### config.mk
export PLATFORM = sky130hd
export DESIGN_NAME = mem_responder
export DESIGN_NICKNAME = d
export VERILOG_FILES = /design/src/rtl/mem_pkg.sv /design/src/rtl/mem_array.sv /design/src/rtl/mem_responder.sv
export SDC_FILE = /design/constraint.sdc
export NUM_CORES = 2
export LEC_CHECK = 0
export CORE_ASPECT_RATIO = 1.1
export CORE_MARGIN = 8
export CORE_UTILIZATION = 35
export CTS_BUF_LIST = sky130_fd_sc_hd__clkbuf_8
export DETAILED_ROUTE_END_ITERATION = 10
export GPL_TIMING_DRIVEN = 1
export SYNTH_ARGS = -nofsm -noshare
export SYNTH_HDL_FRONTEND = slang
export SYNTH_HIERARCHICAL = 1
export SYNTH_SLANG_ARGS = --single-unit
export TNS_END_PERCENT = 1
### constraint.sdc
create_clock -name clk -period 4.3 [get_ports clk]
set_input_delay 0.86 -clock clk [delete_from_list [all_inputs] [get_ports clk]]
set_output_delay 0.86 -clock clk [all_outputs]
set_load 0.1 [all_outputs]
### src/rtl/mem_pkg.sv
// Shared types and helpers for the memory responder: FSM states, word size,
// and the alignment/range check applied to every request.
package mem_pkg;

  localparam int unsigned WORD_BYTES = 4;

  typedef enum logic [1:0] {
    IDLE = 2'd0,
    WAIT = 2'd1,
    RESP = 2'd2
  } state_e;

  // An address is bad if it is not word aligned or its word index falls past the array.
  function automatic logic addr_err(input logic [31:0] adr, input int unsigned depth);
    return (adr[1:0] != 2'b00) || ({2'b00, adr[31:2]} >= depth);
  endfunction

endpackage

### src/rtl/mem_array.sv
// Word storage: one synchronous write port, one synchronous read port with
// enable, no reset.
module mem_array #(
  parameter int unsigned DEPTH     = 64,
  parameter int unsigned AW        = (DEPTH > 1) ? $clog2(DEPTH) : 1,
  parameter string       INIT_FILE = ""
) (
  input  logic          clk,
  input  logic          we_i,
  input  logic [AW-1:0] waddr_i,
  input  logic [31:0]   wdata_i,
  input  logic          re_i,
  input  logic [AW-1:0] raddr_i,
  output logic [31:0]   rdata_o
);

  logic [31:0] mem_q [DEPTH];

  // rdata_o only moves on an enabled read, so it holds across writes.
  always_ff @(posedge clk) begin
    if (we_i) mem_q[waddr_i] <= wdata_i;
    if (re_i) rdata_o <= mem_q[raddr_i];
  end

endmodule

### src/rtl/mem_responder.sv
// Memory responder: accepts one request in IDLE, waits WAIT_STATES cycles, then
// returns a one-cycle response with alignment/range error reporting.
//   state | meaning
//   IDLE  | ready; a valid request is accepted on the next edge
//   WAIT  | counting down the wait states for the captured request
//   RESP  | resp_valid strobe for one cycle, then back to IDLE
module mem_responder
  import mem_pkg::*;
#(
  parameter int unsigned DEPTH_WORDS = 64,
  parameter int unsigned WAIT_STATES = 2,
  parameter string       INIT_FILE   = ""
) (
  input  logic        clk,
  input  logic        reset,
  input  logic        req_valid,
  output logic        req_ready,
  input  logic        MemWrite,
  input  logic [31:0] Adr,
  input  logic [31:0] WriteData,
  output logic [31:0] ReadData,
  output logic        resp_valid,
  output logic        resp_err
);

  localparam int unsigned AW       = (DEPTH_WORDS > 1) ? $clog2(DEPTH_WORDS) : 1;
  localparam int unsigned BS       = $clog2(WORD_BYTES);
  localparam logic [3:0]  CNT_LOAD = (WAIT_STATES > 0) ? 4'(WAIT_STATES - 1) : 4'd0;

  state_e        state_q, state_d;
  logic [3:0]    cnt_q, cnt_d;
  logic          write_q;
  logic [31:0]   adr_q, wdata_q;
  logic          err_q, err_d;
  logic          rd_clr_q, rd_clr_d;

  logic          accept, enter_resp;
  logic          eff_write, eff_err;
  logic [31:0]   eff_adr, eff_wdata, mem_rdata;
  logic          mem_we, mem_re;
  logic [AW-1:0] mem_idx;

  // With zero wait states the array is accessed on the accepting edge itself,
  // so the live inputs stand in for the not-yet-captured registers.
  always_comb begin
    accept     = (state_q == IDLE) && req_valid;
    eff_write  = (state_q == IDLE) ? MemWrite  : write_q;
    eff_adr    = (state_q == IDLE) ? Adr       : adr_q;
    eff_wdata  = (state_q == IDLE) ? WriteData : wdata_q;
    eff_err    = addr_err(eff_adr, DEPTH_WORDS);
    enter_resp = (accept && (WAIT_STATES == 0)) ||
                 ((state_q == WAIT) && (cnt_q == 4'd0));
    mem_idx    = eff_adr[BS +: AW];
    mem_we     = reset && enter_resp && eff_write && !eff_err;
    mem_re     = reset && enter_resp && !eff_write && !eff_err;

    err_d    = err_q;
    rd_clr_d = rd_clr_q;
    if (enter_resp) begin
      err_d = eff_err;
      if (eff_err)         rd_clr_d = 1'b1;
      else if (!eff_write) rd_clr_d = 1'b0;
    end
  end

  always_comb begin
    state_d = state_q;
    cnt_d   = cnt_q;
    case (state_q)
      IDLE: begin
        if (req_valid) begin
          if (WAIT_STATES == 0) begin
            state_d = RESP;
          end else begin
            state_d = WAIT;
            cnt_d   = CNT_LOAD;
          end
        end
      end
      WAIT: begin
        if (cnt_q == 4'd0) state_d = RESP;
        else               cnt_d   = cnt_q - 4'd1;
      end
      RESP:    state_d = IDLE;
      default: state_d = IDLE;
    endcase
  end

  always_ff @(posedge clk or negedge reset) begin
    if (!reset) begin
      state_q  <= IDLE;
      cnt_q    <= 4'd0;
      write_q  <= 1'b0;
      adr_q    <= 32'd0;
      wdata_q  <= 32'd0;
      err_q    <= 1'b0;
      rd_clr_q <= 1'b1;
    end else begin
      state_q  <= state_d;
      cnt_q    <= cnt_d;
      err_q    <= err_d;
      rd_clr_q <= rd_clr_d;
      if (accept) begin
        write_q <= MemWrite;
        adr_q   <= Adr;
        wdata_q <= WriteData;
      end
    end
  end

  mem_array #(
    .DEPTH     (DEPTH_WORDS),
    .AW        (AW),
    .INIT_FILE (INIT_FILE)
  ) u_array (
    .clk     (clk),
    .we_i    (mem_we),
    .waddr_i (mem_idx),
    .wdata_i (eff_wdata),
    .re_i    (mem_re),
    .raddr_i (mem_idx),
    .rdata_o (mem_rdata)
  );

  // rd_clr_q forces zero after reset and after an error until the next good read.
  assign ReadData   = rd_clr_q ? 32'd0 : mem_rdata;
  assign req_ready  = (state_q == IDLE);
  assign resp_valid = (state_q == RESP);
  assign resp_err   = (state_q == RESP) && err_q;

endmodule

==> flow_summary.toml <==
[grt]
grt_first_pass_wirelength_um = 317000
grt_use_total = 0.176
grt_max_degree = 75
first_global_vias = 41920
antenna_found_initial = 21
globalRouteOverflowTotal = 0

[floorplanning]
io_pins = 103
start_util = 0.351
fp.dieW_um = 479
core-area_um2 = 235000
die_h_um = 525
die-area_um2 = 251000
rows = 187

[timing]
hold_viol_final = 0
fmax_mhz = 243
rsz0062_at_grt = "false"
setup_viol = 0
slew_headroom = 0.234
post-route-min-period_ns = 4.11
report.final.slew_viol_count = 0
worst_pin_slew_ns = 1.15
setup-tns-final_ns = 0
hold_ws_ns = 0.456
fin_skew_ns = 0.101
finalCritPeriodShare = 0.957

[hold_path]
min_from = "WriteData[8]"
hold_path_end = "wdata_q[8]$_DFFE_PN0P_"
min_path_cells = 2
hold_path.class = "in2reg"

[power_and_ir_drop]
p_leak_nw = 30.7
power_mw = 70.3
p_sw_frac = 0.355
p_per_area_nw_per_um2 = 725
pwr-share-comb = 0.386
p_sw_mw = 25.0
p_seq_frac = 0.392
clock_power_share = 0.221
internal-power_mw = 45.3
ir_worst_vdd_mv = 0.596

[yosys]
syn_inst = 3599
synth_edf_count = 2080
avgSynthCellArea_um2 = 22.9
ys_ff_latch = 2153
yosysTopAreaCell = "edfxtp_1"
synth_top_area_frac = 0.758
netlist_top_cells_count = "edfxtp_1, mux4_2, nor2_1"
synth_most_common_cell = "edfxtp_1"
syn_area_um2 = 82500
syn_nets = 3669
ys_top_cells_by_area = "edfxtp_1, mux4_2, dfrtp_1"
yosysSeqAreaShare = 0.780
synth.distinct_cells = 46
synth_flop_cell = "edfxtp_1"
async_flop_share = 0.0339
yosysWarnings = 6

[setup_path]
r2r-end = "u_array/rdata_o[20]$_DFFE_PP_"
worstReg2RegStart = "state_q[1]$_DFFE_PN0P_"
cp_max_fo = 20
crit_type = "reg2reg"
start_kind = "flop"
required_ns = 5.05
arrival_ns = 4.86
worstSetupEndpointType = "flop"
reg2reg_depth = 10
ff2ff_setup_slack_ns = 0.19

[layout]
drive_gt1_frac = 0.336
fin_nets = 4237
design_area_um2 = 96900
area_growth_pct = 17.6
multiInputGateArea_um2 = 17800
regArea_um2 = 64300
fin_util = 0.412
num-fill-cells = 20434

[route]
post_drt_wl_per_cell_um = 29.7
vias = 40675
route.detailed.drc = 0
drt_iter0_markers = 4300
wl_um = 225000
first_pass_iters = 5
avgViaCountPerCell = 5.36
ant_nets = 0

[clock_network]
worstSkewPairLatency_ns = 1.05
htree_levels = 5
cts_buffers = 333
path_clk_slew_ns = 0.07
cts_sinks = 2153
post-cts-setup-buffers = 0
cts-root-buf = "clkbuf_8"
clk_path_buf_depth = 4
cts_tree = "built"

[placed_design]
dpl.hpwl_um = 134000
port_buffers = 102
globalplace.congestion = 0.805
dpl_cell_area_um2 = 90900

[outcome]
status = "complete, no violations"

[flow_run]
cap_violations = 0
## kinds of logic after synthesis
logic type | after synthesis | synth area share
and+or+nand+nor | 290 | 0.0170
buffers and inverters | 201 | 0.0121
DFF | 2153 | 0.780
adders and majority gates | 2 | 0.000303
muxes | 741 | 0.174
AOI/OAI and AO/OA | 210 | 0.0164
xor gates and xnor gates | 2 | 0.000212
## flip-flops by register name, summed over array words and instances, names as in the netlist
| register | count |
|---|---|
| cnt_q | 4 |
| state_q | 2 |
| adr_q | 32 |
| u_array/mem_q | 2048 |
| err_q | 1 |
| write_q | 1 |
| u_array/rdata_o | 32 |
| wdata_q | 32 |
| rd_clr_q | 1 |
## stage by stage
step	worst slack (ns)	std cells
after detailed placement	-0.755	6949
final	0.187	7583
after global placement	-0.788	6949
after global routing	0.0164	7579
after floorplan	-0.443	3599
after CTS	0.0154	7518
## worst max-delay path, stage by stage, from the launching register on
cell and delay, ns:
dfrtp_1 0.46, nor2_4 0.40, mux2_8 0.50, buf_12 0.28
buf_4 0.31, mux4_2 0.54, mux2i_1 0.16, nor2_1 0.08
o32ai_1 0.82, buf_4 0.24, nor3_1 0.04
## cell usage in the layout, fill, tap and decap left out, types with 29 or more instances in the layout
| cell | instances |
|---|---|
| inv_1 | 103 |
| mux4_2 | 544 |
| clkdlybuf4s50_1 | 68 |
| mux2_2 | 86 |
| edfxtp_1 | 2080 |
| clkbuf_8 | 342 |
| nor2b_1 | 49 |
| nor2_4 | 63 |
| buf_4 | 238 |
| clkinv_1 | 78 |
| a21oi_1 | 62 |
| nor2_1 | 80 |
| buf_12 | 123 |
| diode_2 | 65 |
| o22ai_1 | 84 |
| dfrtp_1 | 72 |
| mux2i_1 | 94 |
| clkinv_2 | 29 |
## repair_timing
action                                  4_1_cts  5_1_grt
resized for setup                             3        1
endpoints found under the hold margin         2        0
hold buffers                                  1        0
endpoints found under the setup margin        3        1
## cell type report
cell class / count / share of cell area
Clock inverter: 226 / 0.0121
Tap cell: 3118 / 0.0402
Sequential cell: 2153 / 0.663
Clock buffer: 342 / 0.0486
Inverter: 4 / 0.000155
Antenna cell: 65 / 0.00168
Timing Repair Buffer: 430 / 0.0510
Multi-Input combinational cell: 1245 / 0.183
## metal layers
| layer | up-vias | global-route usage | share of wire |
|---|---|---|---|
| met5 | - | 0 | 0.00020 |
| met4 | 6 | 0.0720 | 0.039 |
| met3 | 312 | 0.0323 | 0.072 |
| met2 | 1705 | 0.296 | 0.50 |
| met1 | 22133 | 0.225 | 0.39 |
| li1 | 16519 | - | - |
## power groups by stage
stage	clock, mW	sequential (mW)	combinational, mW
floorplan	0	27.9	15.6
global placement	0	28.0	27.0
detailed placement	0	28.0	27.3
CTS	15.9	27.6	27.3
global route	16.8	27.6	28.4
finish	15.6	27.6	27.2
## how the worst max path moves through the flow
| stage | cells past startpoint | start | slack (ns) | end |
|---|---|---|---|---|
| final | 10 | state_q[1]$_DFFE_PN0P_ | 0.19 | u_array/rdata_o[20]$_DFFE_PP_ |
| after global routing | 9 | state_q[1]$_DFFE_PN0P_ | 0.02 | u_array/rdata_o[25]$_DFFE_PP_ |
| after floorplan | 7 | Adr[9] | -0.44 | u_array/mem_q[49][0]$_DFFE_PP_ |
| after CTS | 10 | state_q[1]$_DFFE_PN0P_ | 0.02 | u_array/rdata_o[10]$_DFFE_PP_ |
| after global placement | 9 | Adr[2] | -0.79 | u_array/rdata_o[25]$_DFFE_PP_ |
| after detailed placement | 9 | Adr[2] | -0.75 | u_array/rdata_o[25]$_DFFE_PP_ |
Power figures use the tool's default switching activity.
